## src/rtl/mem_stage_ctrl_if.sv

```systemverilog
// mem_stage_ctrl_if -- data-memory request/response bus between the
// memory-stage controller (master) and the data memory (slave).
interface mem_stage_ctrl_if;
   logic        mem_en;
   logic        mem_wr;
   logic [15:0] mem_addr;
   logic [15:0] mem_wdata;
   logic        mem_done;
   logic [15:0] mem_rdata;

   modport master (
      output mem_en,
      output mem_wr,
      output mem_addr,
      output mem_wdata,
      input  mem_done,
      input  mem_rdata
   );

   modport slave (
      input  mem_en,
      input  mem_wr,
      input  mem_addr,
      input  mem_wdata,
      output mem_done,
      output mem_rdata
   );
endinterface

```

## src/rtl/mem_stage_ctrl.sv

```systemverilog
// mem_stage_ctrl -- M-stage controller for a variable-latency data memory.
// A load/store in XM issues a single-cycle request, the pipeline is stalled
// until the memory answers (or a 15-cycle wait expires), and the load result
// is presented to the MW pipe for one DONE cycle.
// Optional feature: define MEM_ALIGN_CHECK_EN to reject odd (misaligned)
// addresses without touching memory; without it they are issued unchanged.
module mem_stage_ctrl (
   input  logic                    clk,
   input  logic                    rst_n,
   input  logic                    XM_memRead,
   input  logic                    XM_memWrite,
   input  logic [15:0]             XM_aluOut,
   input  logic [15:0]             XM_writeData,
   mem_stage_ctrl_if.master        mem,
   output logic [15:0]             readData,
   output logic                    stall,
   output logic                    err
);

   localparam logic [3:0] TIMEOUT_LAST = 4'd14;

   typedef enum logic [1:0] {
      IDLE = 2'd0,
      BUSY = 2'd1,
      DONE = 2'd2
   } state_t;

   state_t      state_q, state_d;
   logic [15:0] addr_q, addr_d;
   logic [15:0] wdata_q, wdata_d;
   logic [15:0] rdata_q, rdata_d;
   logic        wr_q, wr_d;
   logic        err_q, err_d;
   logic [3:0]  cnt_q, cnt_d;

   logic        access;
   logic        ready;
   logic        misaligned;
   logic        issue;

   assign access = XM_memRead | XM_memWrite;
   assign ready  = (state_q == IDLE) || (state_q == DONE);

`ifdef MEM_ALIGN_CHECK_EN
   assign misaligned = XM_aluOut[0];
`else
   assign misaligned = 1'b0;
`endif

   // The request is gated by rst_n so nothing is issued while reset is held.
   assign issue = rst_n && ready && access && !misaligned;

   // Next-state logic: request capture, response/timeout handling, fault flag
   always_comb begin
      state_d = state_q;
      addr_d  = addr_q;
      wdata_d = wdata_q;
      rdata_d = rdata_q;
      wr_d    = wr_q;
      err_d   = err_q;
      cnt_d   = cnt_q;
      case (state_q)
         IDLE, DONE: begin
            if (access) begin
               if (misaligned) begin
                  err_d   = 1'b1;
                  rdata_d = 16'h0000;
                  state_d = DONE;
               end else begin
                  addr_d  = XM_aluOut;
                  wdata_d = XM_writeData;
                  wr_d    = XM_memWrite;
                  cnt_d   = 4'd0;
                  state_d = BUSY;
               end
            end else begin
               state_d = IDLE;
            end
         end
         BUSY: begin
            if (mem.mem_done) begin
               rdata_d = wr_q ? 16'h0000 : mem.mem_rdata;
               state_d = DONE;
            end else if (cnt_q == TIMEOUT_LAST) begin
               cnt_d   = cnt_q + 4'd1;
               err_d   = 1'b1;
               rdata_d = 16'h0000;
               state_d = DONE;
            end else begin
               cnt_d   = cnt_q + 4'd1;
            end
         end
         default: begin
            state_d = IDLE;
         end
      endcase
   end

   // State and request registers, cleared asynchronously by reset
   always_ff @(posedge clk or negedge rst_n) begin
      if (!rst_n) begin
         state_q <= IDLE;
         addr_q  <= 16'h0000;
         wdata_q <= 16'h0000;
         rdata_q <= 16'h0000;
         wr_q    <= 1'b0;
         err_q   <= 1'b0;
         cnt_q   <= 4'd0;
      end else begin
         state_q <= state_d;
         addr_q  <= addr_d;
         wdata_q <= wdata_d;
         rdata_q <= rdata_d;
         wr_q    <= wr_d;
         err_q   <= err_d;
         cnt_q   <= cnt_d;
      end
   end

   // Outputs: pass the XM request through in the issue cycle, hold it from registers afterwards
   always_comb begin
      mem.mem_en    = issue;
      mem.mem_wr    = issue ? XM_memWrite  : wr_q;
      mem.mem_addr  = issue ? XM_aluOut    : addr_q;
      mem.mem_wdata = issue ? XM_writeData : wdata_q;
      stall         = (ready && access) || (state_q == BUSY);
      readData      = (state_q == DONE) ? rdata_q : 16'h0000;
      err           = err_q;
   end

endmodule

```

## src/flat_wrapper.sv

```systemverilog
// flat-port wrapper written by rule: the top's interface ports become plain ports
module mem_stage_ctrl_flat 
  (clk, rst_n, XM_memRead, XM_memWrite, XM_aluOut, XM_writeData, readData, stall, err, mem_mem_en, mem_mem_wr, mem_mem_addr, mem_mem_wdata, mem_mem_done, mem_mem_rdata);
  mem_stage_ctrl_if mem_i ();
  input  logic clk;
  input  logic rst_n;
  input  logic XM_memRead;
  input  logic XM_memWrite;
  input  logic [15:0] XM_aluOut;
  input  logic [15:0] XM_writeData;
  output logic [15:0] readData;
  output logic stall;
  output logic err;
  output wire logic [$bits(mem_i.mem_en)-1:0] mem_mem_en;
  output wire logic [$bits(mem_i.mem_wr)-1:0] mem_mem_wr;
  output wire logic [$bits(mem_i.mem_addr)-1:0] mem_mem_addr;
  output wire logic [$bits(mem_i.mem_wdata)-1:0] mem_mem_wdata;
  input wire logic [$bits(mem_i.mem_done)-1:0] mem_mem_done;
  input wire logic [$bits(mem_i.mem_rdata)-1:0] mem_mem_rdata;
  assign mem_mem_en = mem_i.mem_en;
  assign mem_mem_wr = mem_i.mem_wr;
  assign mem_mem_addr = mem_i.mem_addr;
  assign mem_mem_wdata = mem_i.mem_wdata;
  assign mem_i.mem_done = mem_mem_done;
  assign mem_i.mem_rdata = mem_mem_rdata;
  mem_stage_ctrl u_core (.clk(clk), .rst_n(rst_n), .XM_memRead(XM_memRead), .XM_memWrite(XM_memWrite), .XM_aluOut(XM_aluOut), .XM_writeData(XM_writeData), .mem(mem_i), .readData(readData), .stall(stall), .err(err));
endmodule
```

## config.mk

```make
export PLATFORM = sky130hd
export DESIGN_NAME = mem_stage_ctrl_flat
export DESIGN_NICKNAME = d
export VERILOG_FILES = /design/src/rtl/mem_stage_ctrl_if.sv /design/src/rtl/mem_stage_ctrl.sv /design/src/flat_wrapper.sv
export SDC_FILE = /design/constraint.sdc
export NUM_CORES = 1
export LEC_CHECK = 0
export ABC_CLOCK_PERIOD_IN_PS = 5600
export CORE_MARGIN = 2
export CORE_UTILIZATION = 48
export CTS_BUF_LIST = sky130_fd_sc_hd__clkbuf_8
export CTS_CLUSTER_DIAMETER = 50
export DETAILED_ROUTE_END_ITERATION = 12
export PLACE_DENSITY = 0.95
export SETUP_SLACK_MARGIN = 0.5
export SLEW_MARGIN = 20
export SYNTH_ARGS = -nofsm -noshare
export SYNTH_HDL_FRONTEND = slang
export SYNTH_SLANG_ARGS = --single-unit
```

## constraint.sdc

```tcl
create_clock -name clk -period 5.6 [get_ports clk]
set_clock_uncertainty 0.05 [all_clocks]
set_input_delay 1.68 -clock clk [delete_from_list [all_inputs] [get_ports clk]]
set_output_delay 1.68 -clock clk [all_outputs]
set_load 0.02 [all_outputs]
```

==> flow_summary.json, run 1 <==
{
  "worst_slew_pin_slew_ns": 0.978,
  "numPortBuffers": 104,
  "synthTopCellsByArea": "dfrtp_1 (53%), mux2_1 (14%), nand2_1 (14%)",
  "dp_slack_ns": 0.258,
  "drt_iter0_drc": 151,
  "gp_congestion": 0.761,
  "syn-cell-area_um2": 2650,
  "fin_crit_sh_pct": 90.2,
  "layout_commonest_cell": "nand2_1",
  "grt_usage_pct": 20.6,
  "rsz0062_at_grt": "false",
  "drc": 0,
  "crit_fanout": 11,
  "start_util_pct": 49.1,
  "vias_per_cell": 5.06,
  "synthFlopType": "dfrtp_1",
  "seq_area_frac_synth_pct": 52.9,
  "end_kind": "output pin",
  "setup_slack_ns": 0.547,
  "path_clk_slew_ns": 0.09,
  "worstReg2RegEnd": "u_core.rdata_q[5]",
  "ys.warnings.count": 0,
  "num_vias": 2211,
  "clk_path_buf_depth": 2,
  "die_h_um": 78.3,
  "dp_hpwl_mm": 4.55,
  "post_cts_buffers": 0,
  "grt_max_degree": 57,
  "setup_violations": 0,
  "leakagePower_nw": 1.94,
  "tritoncts": "built",
  "drive_gt1_share_pct": 5.21,
  "drtPass1Iterations": 4,
  "synthCells": 262,
  "synth_cell_type_count": 25,
  "fin_crit_ns": 5.05,
  "htree_levels": 2,
  "hold_path_class": "register to register",
  "cts_inserted_buffers": 5,
  "rr_worst_depth": 5,
  "crit_required_ns": 3.87,
  "drv_slew": 0,
  "antenna_found_initial": 0,
  "hold_path_startpoint": "u_core.wdata_q[14]",
  "ys_seq_elements": 56,
  "syn2layout_area_growth_pct": 45.2,
  "nNetsFinal": 419,
  "netlist.top_cell.by_area": "dfrtp_1",
  "wire_per_inst_um": 14.3,
  "grt_pass1_vias": 2259,
  "detail-route-antenna-nets": 0,
  "synth_edf_count": 0,
  "fp-row-count": 27,
  "grt_pass1_wl_mm": 10.2,
  "layout_common_cells": "nand2_1 (97), clkdlybuf4s50_1 (69), dfrtp_1 (56), mux2_1 (34), dlygate4sd2_1 (32)",
  "die_area_um2": 6130,
  "criticalPathCategory": "input port to output pin",
  "async_flop_share_pct": 100,
  "worstSkewPairLatency_ns": 0.30,
  "hold_end": "u_core.wdata_q[14]",
  "fin_tns_setup_ns": 0,
  "synth.net_count": 317,
  "reg2reg_slack_ns": 3.76,
  "max_cap_viol_count": 0,
  "powerDensity_nw_per_um2": 469,
  "syn_avg_cell_area_um2": 10.1,
  "num_antenna_cells": 0,
  "die_x_um": 78.3,
  "cts-root-buf": "clkbuf_8",
  "status": "complete, no violations",
  "max-vdd-ir-drop_uv": 242,
  "core_um2": 5410,
  "start_kind": "input port",
  "synth_top_area_share_pct": 52.9,
  "fmax_mhz": 198,
  "hold_path_depth": 2,
  "r2r-start": "u_core.cnt_q[0]",
  "hold_violations": 0,
  "finalWirelength_mm": 6.24,
  "cts_hold_buffers": 0,
  "arrival_ns": 3.32,
  "slew-limit-headroom_pct": 34.5,
  "clock_sinks": 56,
  "grt_overflow_total": 0,
  "ios": 105,
  "post_cts_resized": 34
}
## worst max-delay path, cell delays in order
cell and delay (ns):
clkdlybuf4s50_1 0.45, o21ba_1 0.21, nand2_2 0.12, buf_6 0.17, mux2_1 0.36, dlygate4sd2_1 0.33
## power by group
| part | switching (W) | internal [W] | total, W |
|---|---|---|---|
| logic | 0.000486 | 0.000386 | 0.000872 |
| clock network | 0.000123 | 0.000131 | 0.000254 |
| registers | 0.000101 | 0.000580 | 0.000681 |
| total | 0.000710 | 0.00110 | 0.00181 |
## per-stage QoR
stage / cells / cell area [um^2] / hold slack (ns) / power (W) / util (%)
global placement: 429 / 3760 / 0.405 / 0.00161 / 69.6
global route: 437 / 3850 / 0.444 / 0.00193 / 71.2
detailed placement: 429 / 3760 / 0.404 / 0.00165 / 69.6
CTS: 437 / 3830 / 0.432 / 0.00182 / 70.9
floorplan: 262 / 2650 / 0.392 / 0.00123 / -
finish: 437 / 3850 / 0.428 / 0.00181 / 71.2
## Yosys cell counts, types with 2 or more instances
cell type and number:
nand2_1 97, dfrtp_1 56, mux2_1 34, a22o_1 16, and2_1 16, clkbuf_1 8
buf_2 7, a21o_1 3, inv_1 3, nand3_1 3, o21ai_1 3, ha_1 2
o21bai_1 2
## worst max path at each step
stage	from	endpoint	cells after the start
floorplan	XM_memWrite	mem_mem_addr[0]	5
global placement	XM_memWrite	mem_mem_addr[5]	6
detailed placement	XM_memWrite	mem_mem_wdata[4]	6
CTS	XM_memWrite	mem_mem_wdata[14]	6
global route	XM_memRead	mem_mem_wdata[14]	6
finish	XM_memRead	mem_mem_wdata[14]	6
## per-layer routing
metal | share of wire (%) | vias to the layer above | track usage, %
li1 | - | 1064 | -
met1 | 44 | 1069 | 26.6
met2 | 48 | 69 | 35.2
met3 | 6.4 | 9 | 4.60
met4 | 1.3 | 0 | 5.79
met5 | 0 | - | 0
## layout make-up
class | instances | area [um^2]
Clock buffer | 5 | 68.8
Clock inverter | 3 | 38.8
Fill cell | 433 | 1560
Inverter | 3 | 11.3
Multi-Input combinational cell | 188 | 1180
Sequential cell | 56 | 1400
Tap cell | 72 | 90.1
Timing Repair Buffer | 110 | 1060
## logic make-up (layout without fill, tap and decap cells)
family                   Yosys count  in the layout  share of synthesized area [%]
AO/OA/AOI/OAI                     25             25                           7.64
adder cells (fa/ha/maj)            2              2                          0.944
buffers and inverters             18            121                           2.88
flip-flops                        56             56                           52.9
multiplexers                      36             36                           15.2
AND/OR/NAND/NOR                  125            125                           20.4
## sequential cells by signal, summed over array words and instances (netlist names)
name,count
u_core.addr_q,16
u_core.wdata_q,16
u_core.rdata_q,16
u_core.state_q,2
u_core.wr_q,1
u_core.err,1
u_core.cnt_q,4
(Power assumes the default switching activity.)
==> run 2: changes to the inputs <==
--- a/config.mk
+++ b/config.mk
@@ -11,7 +11,7 @@
 export CTS_BUF_LIST = sky130_fd_sc_hd__clkbuf_8
 export CTS_CLUSTER_DIAMETER = 50
 export DETAILED_ROUTE_END_ITERATION = 12
-export PLACE_DENSITY = 0.95
+export PLACE_DENSITY = 0.87
 export SETUP_SLACK_MARGIN = 0.5
 export SLEW_MARGIN = 20
 export SYNTH_ARGS = -nofsm -noshare
==> flow_summary.json, run 2 (synthesis results as in run 1) <==
{
  "switching_share_pct": 39.9,
  "wl_met2_mm": 2.71,
  "antenna_found_initial": 0,
  "ios": 105,
  "fin_crit_sh_pct": 90.9,
  "fp-row-count": 27,
  "worst_slew_pin_slew_ns": 0.942,
  "drv_slew": 0,
  "route.top_layer_used": "met4",
  "fin_crit_ns": 5.09,
  "finalWirelength_mm": 6.40,
  "criticalPathCategory": "input port to output pin",
  "layout_common_cells": "nand2_1 (97), clkdlybuf4s50_1 (69), dfrtp_1 (56), mux2_1 (34)",
  "start_kind": "input port",
  "die_h_um": 78.3,
  "die_x_um": 78.3,
  "gp_congestion": 0.743,
  "die_area_um2": 6130,
  "cts_inserted_buffers": 5,
  "clk_path_buf_depth": 2,
  "arrival_ns": 3.36,
  "worstSkewPairLatency_ns": 0.31,
  "top_regs": "u_core.addr_q (16), u_core.rdata_q (16), u_core.wdata_q (16)",
  "core_um2": 5410,
  "cp_slowest_cell": "clkdlybuf4s50_1",
  "drtPass1Iterations": 4,
  "nNetsFinal": 421,
  "whs_ns": 0.423,
  "grt_usage_pct": 20.9,
  "max_cap_viol_count": 0,
  "finish.utilization_pct": 71.4,
  "tritoncts": "built",
  "dp_slack_ns": 0.221,
  "layout_commonest_cell": "nand2_1",
  "clock_sinks": 56,
  "drc": 0,
  "p_sw_w": 0.000723,
  "htree_levels": 2,
  "num_vias": 2199,
  "drt_iter0_drc": 96,
  "p_seq_share_pct": 37.5,
  "crit_fanout": 6,
  "start_util_pct": 49.1,
  "status": "complete, no violations",
  "grt_overflow_total": 0,
  "max-vdd-ir-drop_uv": 234,
  "cp_cell_sequence": "clkdlybuf4s50_1 > o21ba_2 > nand2_4 > buf_12 > buf_4 > mux2_1 > clkdlybuf4s15_1",
  "rsz0062_at_grt": "true",
  "hold_violations": 0,
  "grt_pass1_vias": 2056,
  "path_clk_slew_ns": 0.09,
  "end_kind": "output pin",
  "cts-root-buf": "clkbuf_8",
  "leakagePower_nw": 1.92,
  "fin_tns_setup_ns": 0,
  "drive_gt1_share_pct": 13.6,
  "combPwrFrac_pct": 50.0,
  "grt_max_degree": 57,
  "hold_path_class": "register to register",
  "vias_per_cell": 5.01,
  "num_antenna_cells": 0,
  "wl_met3_um": 626,
  "detail-route-antenna-nets": 0,
  "dp_hpwl_mm": 4.22,
  "met1_length_mm": 3.00,
  "syn2layout_area_growth_pct": 45.6,
  "p_int_w": 0.00109,
  "wire_per_inst_um": 14.6,
  "finalPower_w": 0.00181,
  "fmax_mhz": 197,
  "setup_violations": 0,
  "numPortBuffers": 104,
  "powerDensity_nw_per_um2": 469,
  "grt_pass1_wl_mm": 10.2,
  "cp_slowest_stage_delay_ns": 0.44,
  "slew-limit-headroom_pct": 36.9,
  "clockPowerShare_pct": 12.5,
  "setup_slack_ns": 0.512,
  "crit_required_ns": 3.87
}
## run 2: cell types whose count changed in the layout (fill, tap and decap cells not counted), moves of 2 or more
cell             change
buf_6                -2
dlygate4sd2_1       -27
clkdlybuf4s15_2     +14
buf_4                +3
clkbuf_2             +9
buf_2                +4
## run 2: routing by layer
layer  GRT usage [%]  up-vias
met3            7.70        6
met2            32.3      102
met1            28.4     1020
met4            4.74        0
met5               0        -
li1                -     1071
## run 2: power groups by stage
| stage | Clock, W | Combinational (W) | Sequential, W |
|---|---|---|---|
| 6_report | 0.000227 | 0.000905 | 0.000680 |
| 2_1_floorplan | 0 | 0.000576 | 0.000653 |
| 3_5_place_dp | 0 | 0.000964 | 0.000683 |
| 4_1_cts | 0.000231 | 0.000940 | 0.000679 |
| 3_3_place_gp | 0 | 0.000942 | 0.000678 |
| 5_1_grt | 0.000247 | 0.000982 | 0.000706 |
## run 2: repair_timing
item,in CTS,in global routing
gates cloned,1,0
endpoints found under the setup margin,34,28
hold buffers,0,0
buffers inserted,3,0
gates resized for setup,81,15
## run 2: path summary, 6_finish.rpt
| path | from | end | slack, ns | cells after the start |
|---|---|---|---|---|
| setup / recovery | XM_memRead | mem_mem_addr[7] | 0.51 | 7 |
| setup reg to reg | u_core.cnt_q[0] | u_core.rdata_q[3] | 3.78 | 5 |
| min in group asynchronous | rst_n | u_core.addr_q[10] | 1.49 | 2 |
| max in group asynchronous | rst_n | u_core.cnt_q[3] | 3.54 | 2 |
| hold / removal | u_core.err | u_core.err | 0.42 | 1 |
| hold reg to reg | u_core.err | u_core.err | 0.42 | 1 |
## run 2: per-stage QoR
step                      std cells  cell area [um^2]
after floorplan                 262              2650
after global placement          427              3760
after detailed placement        427              3760
after CTS                       439              3930
after global routing            439              3860
final                           439              3860
## run 2: final cells by class
class,instances,area (um^2)
Multi-Input combinational cell,188,1190
Inverter,3,11.3
Sequential cell,56,1400
Timing Repair Buffer,112,1080
Tap cell,72,90.1
Fill cell,417,1540
Clock buffer,6,82.6
Clock inverter,2,10.0
## run 2: critical path, delay by kind of cell
kind	cells	cell delay (ns)
and+or+nand+nor	1	0.10
AOI/OAI and AO/OA	1	0.24
muxes	1	0.33
buffers and inverters	4	1.00
==> run 3: changes to the inputs <==
--- a/config.mk
+++ b/config.mk
@@ -5,15 +5,17 @@
 export SDC_FILE = /design/constraint.sdc
 export NUM_CORES = 1
 export LEC_CHECK = 0
+export ABC_AREA = 1
 export ABC_CLOCK_PERIOD_IN_PS = 5600
+export CORE_ASPECT_RATIO = 0.6
 export CORE_MARGIN = 2
-export CORE_UTILIZATION = 48
+export CORE_UTILIZATION = 49
 export CTS_BUF_LIST = sky130_fd_sc_hd__clkbuf_8
 export CTS_CLUSTER_DIAMETER = 50
 export DETAILED_ROUTE_END_ITERATION = 12
 export PLACE_DENSITY = 0.87
 export SETUP_SLACK_MARGIN = 0.5
-export SLEW_MARGIN = 20
+export SLEW_MARGIN = 5
 export SYNTH_ARGS = -nofsm -noshare
 export SYNTH_HDL_FRONTEND = slang
 export SYNTH_SLANG_ARGS = --single-unit
==> flow_summary.json, run 3 <==
{
  "fin_tns_setup_ns": 0,
  "finish.utilization_pct": 71.4,
  "grt_pass1_wl_mm": 12.0,
  "cts_inserted_buffers": 5,
  "drtPass1Iterations": 4,
  "synth_top_area_share_pct": 49.9,
  "cp_slowest_stage_delay_ns": 0.58,
  "cts_hold_buffers": 0,
  "tritoncts": "built",
  "grt_pass1_vias": 2722,
  "vias_per_cell": 4.79,
  "max_cap_viol_count": 0,
  "powerDensity_nw_per_um2": 472,
  "hold_path_class": "register to register",
  "top_regs": "u_core.addr_q (16), u_core.rdata_q (16), u_core.wdata_q (16)",
  "crit_family": "buffers and inverters",
  "async_flop_share_pct": 100,
  "ios": 105,
  "wire_per_inst_um": 12.4,
  "die_x_um": 102,
  "post_cts_buffers": 0,
  "syn-cell-area_um2": 2810,
  "crit_required_ns": 3.87,
  "clock_sinks": 56,
  "max-vdd-ir-drop_uv": 306,
  "leakagePower_nw": 2.18,
  "finalWirelength_mm": 7.17,
  "antenna_found_initial": 0,
  "layout_commonest_cell": "nand2_1",
  "syn2layout_area_growth_pct": 40.9,
  "yosysMostFrequentCell": "nand2_1",
  "clk_path_buf_depth": 2,
  "synth.net_count": 455,
  "dpl_cell_area_um2": 3900,
  "criticalPathCategory": "input port to output pin",
  "worst_slew_pin_slew_ns": 1.32,
  "cp_slowest_cell": "clkdlybuf4s50_1",
  "end_kind": "output pin",
  "grt_max_degree": 57,
  "crit_fanout": 17,
  "layout_common_cells": "nand2_1 (247), clkdlybuf4s50_1 (69), dfrtp_1 (56), dlygate4sd2_1 (33)",
  "cp_cell_sequence": "clkdlybuf4s50_1 > nor2_4 > nor2_4 > inv_2 > buf_4 > nand2_1 > nand2_1 > dlygate4sd2_1",
  "worstSkewPairLatency_ns": 0.29,
  "path_clk_slew_ns": 0.09,
  "grt_usage_pct": 23.1,
  "grt_overflow_total": 0,
  "design_area_um2": 3960,
  "num_antenna_cells": 0,
  "dp_hpwl_mm": 5.20,
  "synth_edf_count": 0,
  "post_cts_resized": 34,
  "slew-limit-headroom_pct": 12.2,
  "htree_levels": 2,
  "drive_gt1_share_pct": 4.20,
  "detail-route-antenna-nets": 0,
  "fmax_mhz": 203,
  "die_area_um2": 6370,
  "fin_crit_sh_pct": 88.0,
  "synthCells": 400,
  "drt_iter0_drc": 192,
  "seq_area_frac_synth_pct": 49.9,
  "core_um2": 5540,
  "synthTopCellsByArea": "dfrtp_1 (50%), nand2_1 (33%), nand3_1 (4.3%)",
  "numPortBuffers": 104,
  "nNetsFinal": 554,
  "ys.warnings.count": 0,
  "die_h_um": 62.6,
  "synthFlopType": "dfrtp_1",
  "start_kind": "input port",
  "syn_avg_cell_area_um2": 7.02,
  "netlist.top_cell.by_area": "dfrtp_1",
  "num_vias": 2777,
  "start_util_pct": 50.7,
  "hold_violations": 0,
  "ys_seq_elements": 56,
  "synth_cell_type_count": 18,
  "crit_buf_inv": 4,
  "rsz0062_at_grt": "false",
  "synth_common_cells": "nand2_1 (247), dfrtp_1 (56), nand3_1 (24)",
  "fp-row-count": 21,
  "status": "complete, no violations",
  "drc": 0,
  "arrival_ns": 3.20,
  "fin_crit_ns": 4.93,
  "drv_slew": 0,
  "cts-root-buf": "clkbuf_8",
  "gp_congestion": 0.846,
  "setup_violations": 0
}
-- run 3: cell types whose count changed after synthesis, moves of 4 or more --
cell / change
nand2_1: +150
mux2_1: -34
nand3_1: +21
inv_1: +20
nor2_1: +18
a22o_1: -16
and2_1: -16
clkbuf_1: -8
buf_2: +4
-- run 3: worst paths after layout --
| path | from | to | slack [ns] | depth (start not counted) |
|---|---|---|---|---|
| setup / recovery | XM_memWrite | mem_mem_wdata[5] | 0.67 | 8 |
| hold / removal | u_core.rdata_q[5] | u_core.rdata_q[5] | 0.43 | 2 |
| setup reg to reg | u_core.state_q[0] | u_core.wr_q | 3.70 | 3 |
| hold reg to reg | u_core.rdata_q[5] | u_core.rdata_q[5] | 0.43 | 2 |
| max in group asynchronous | rst_n | u_core.wdata_q[15] | 3.58 | 2 |
| min in group asynchronous | rst_n | u_core.wdata_q[6] | 1.49 | 2 |
-- run 3: area by class of cell --
class	instances	area [um^2]
Clock buffer	6	82.6
Multi-Input combinational cell	301	1220
Clock inverter	2	11.3
Tap cell	80	100
Inverter	26	97.6
Fill cell	461	1590
Timing Repair Buffer	109	1050
Sequential cell	56	1400
-- run 3: metrics by stage --
stage	power (W)	setup slack, ns	hold slack [ns]	instances
5_1_grt	0.00202	0.611	0.444	580
6_report	0.00187	0.671	0.429	580
3_5_place_dp	0.00175	0.375	0.409	572
2_1_floorplan	0.00130	1.48	0.392	400
4_1_cts	0.00188	0.541	0.431	580
3_3_place_gp	0.00171	0.427	0.405	572
-- run 3: worst reg2reg max path: cells and delay by family, from the launching register on --
family | cells | cell delay (ns)
DFF | 1 | 0.46
and+or+nand+nor | 3 | 1.34
-- run 3: metal layers --
metal,GRT usage [%],up-vias,routed length [um]
li1,-,1394,-
met1,31.8,1303,3380
met2,37.7,71,3330
met3,4.92,9,370
met4,5.07,0,88
met5,0,-,0
-- run 3: power breakdown --
group / internal (W) / switching (W)
logic: 0.000350 / 0.000602
registers: 0.000585 / 0.000112
clock network: 0.0000990 / 0.000123
-- run 3: logic make-up after synthesis --
family | count (synthesis) | synth area share (%)
simple gates | 297 | 41.7
flops | 56 | 49.9
buf+inv | 43 | 6.90
compound gates | 2 | 0.579
fa+ha+maj | 2 | 0.891
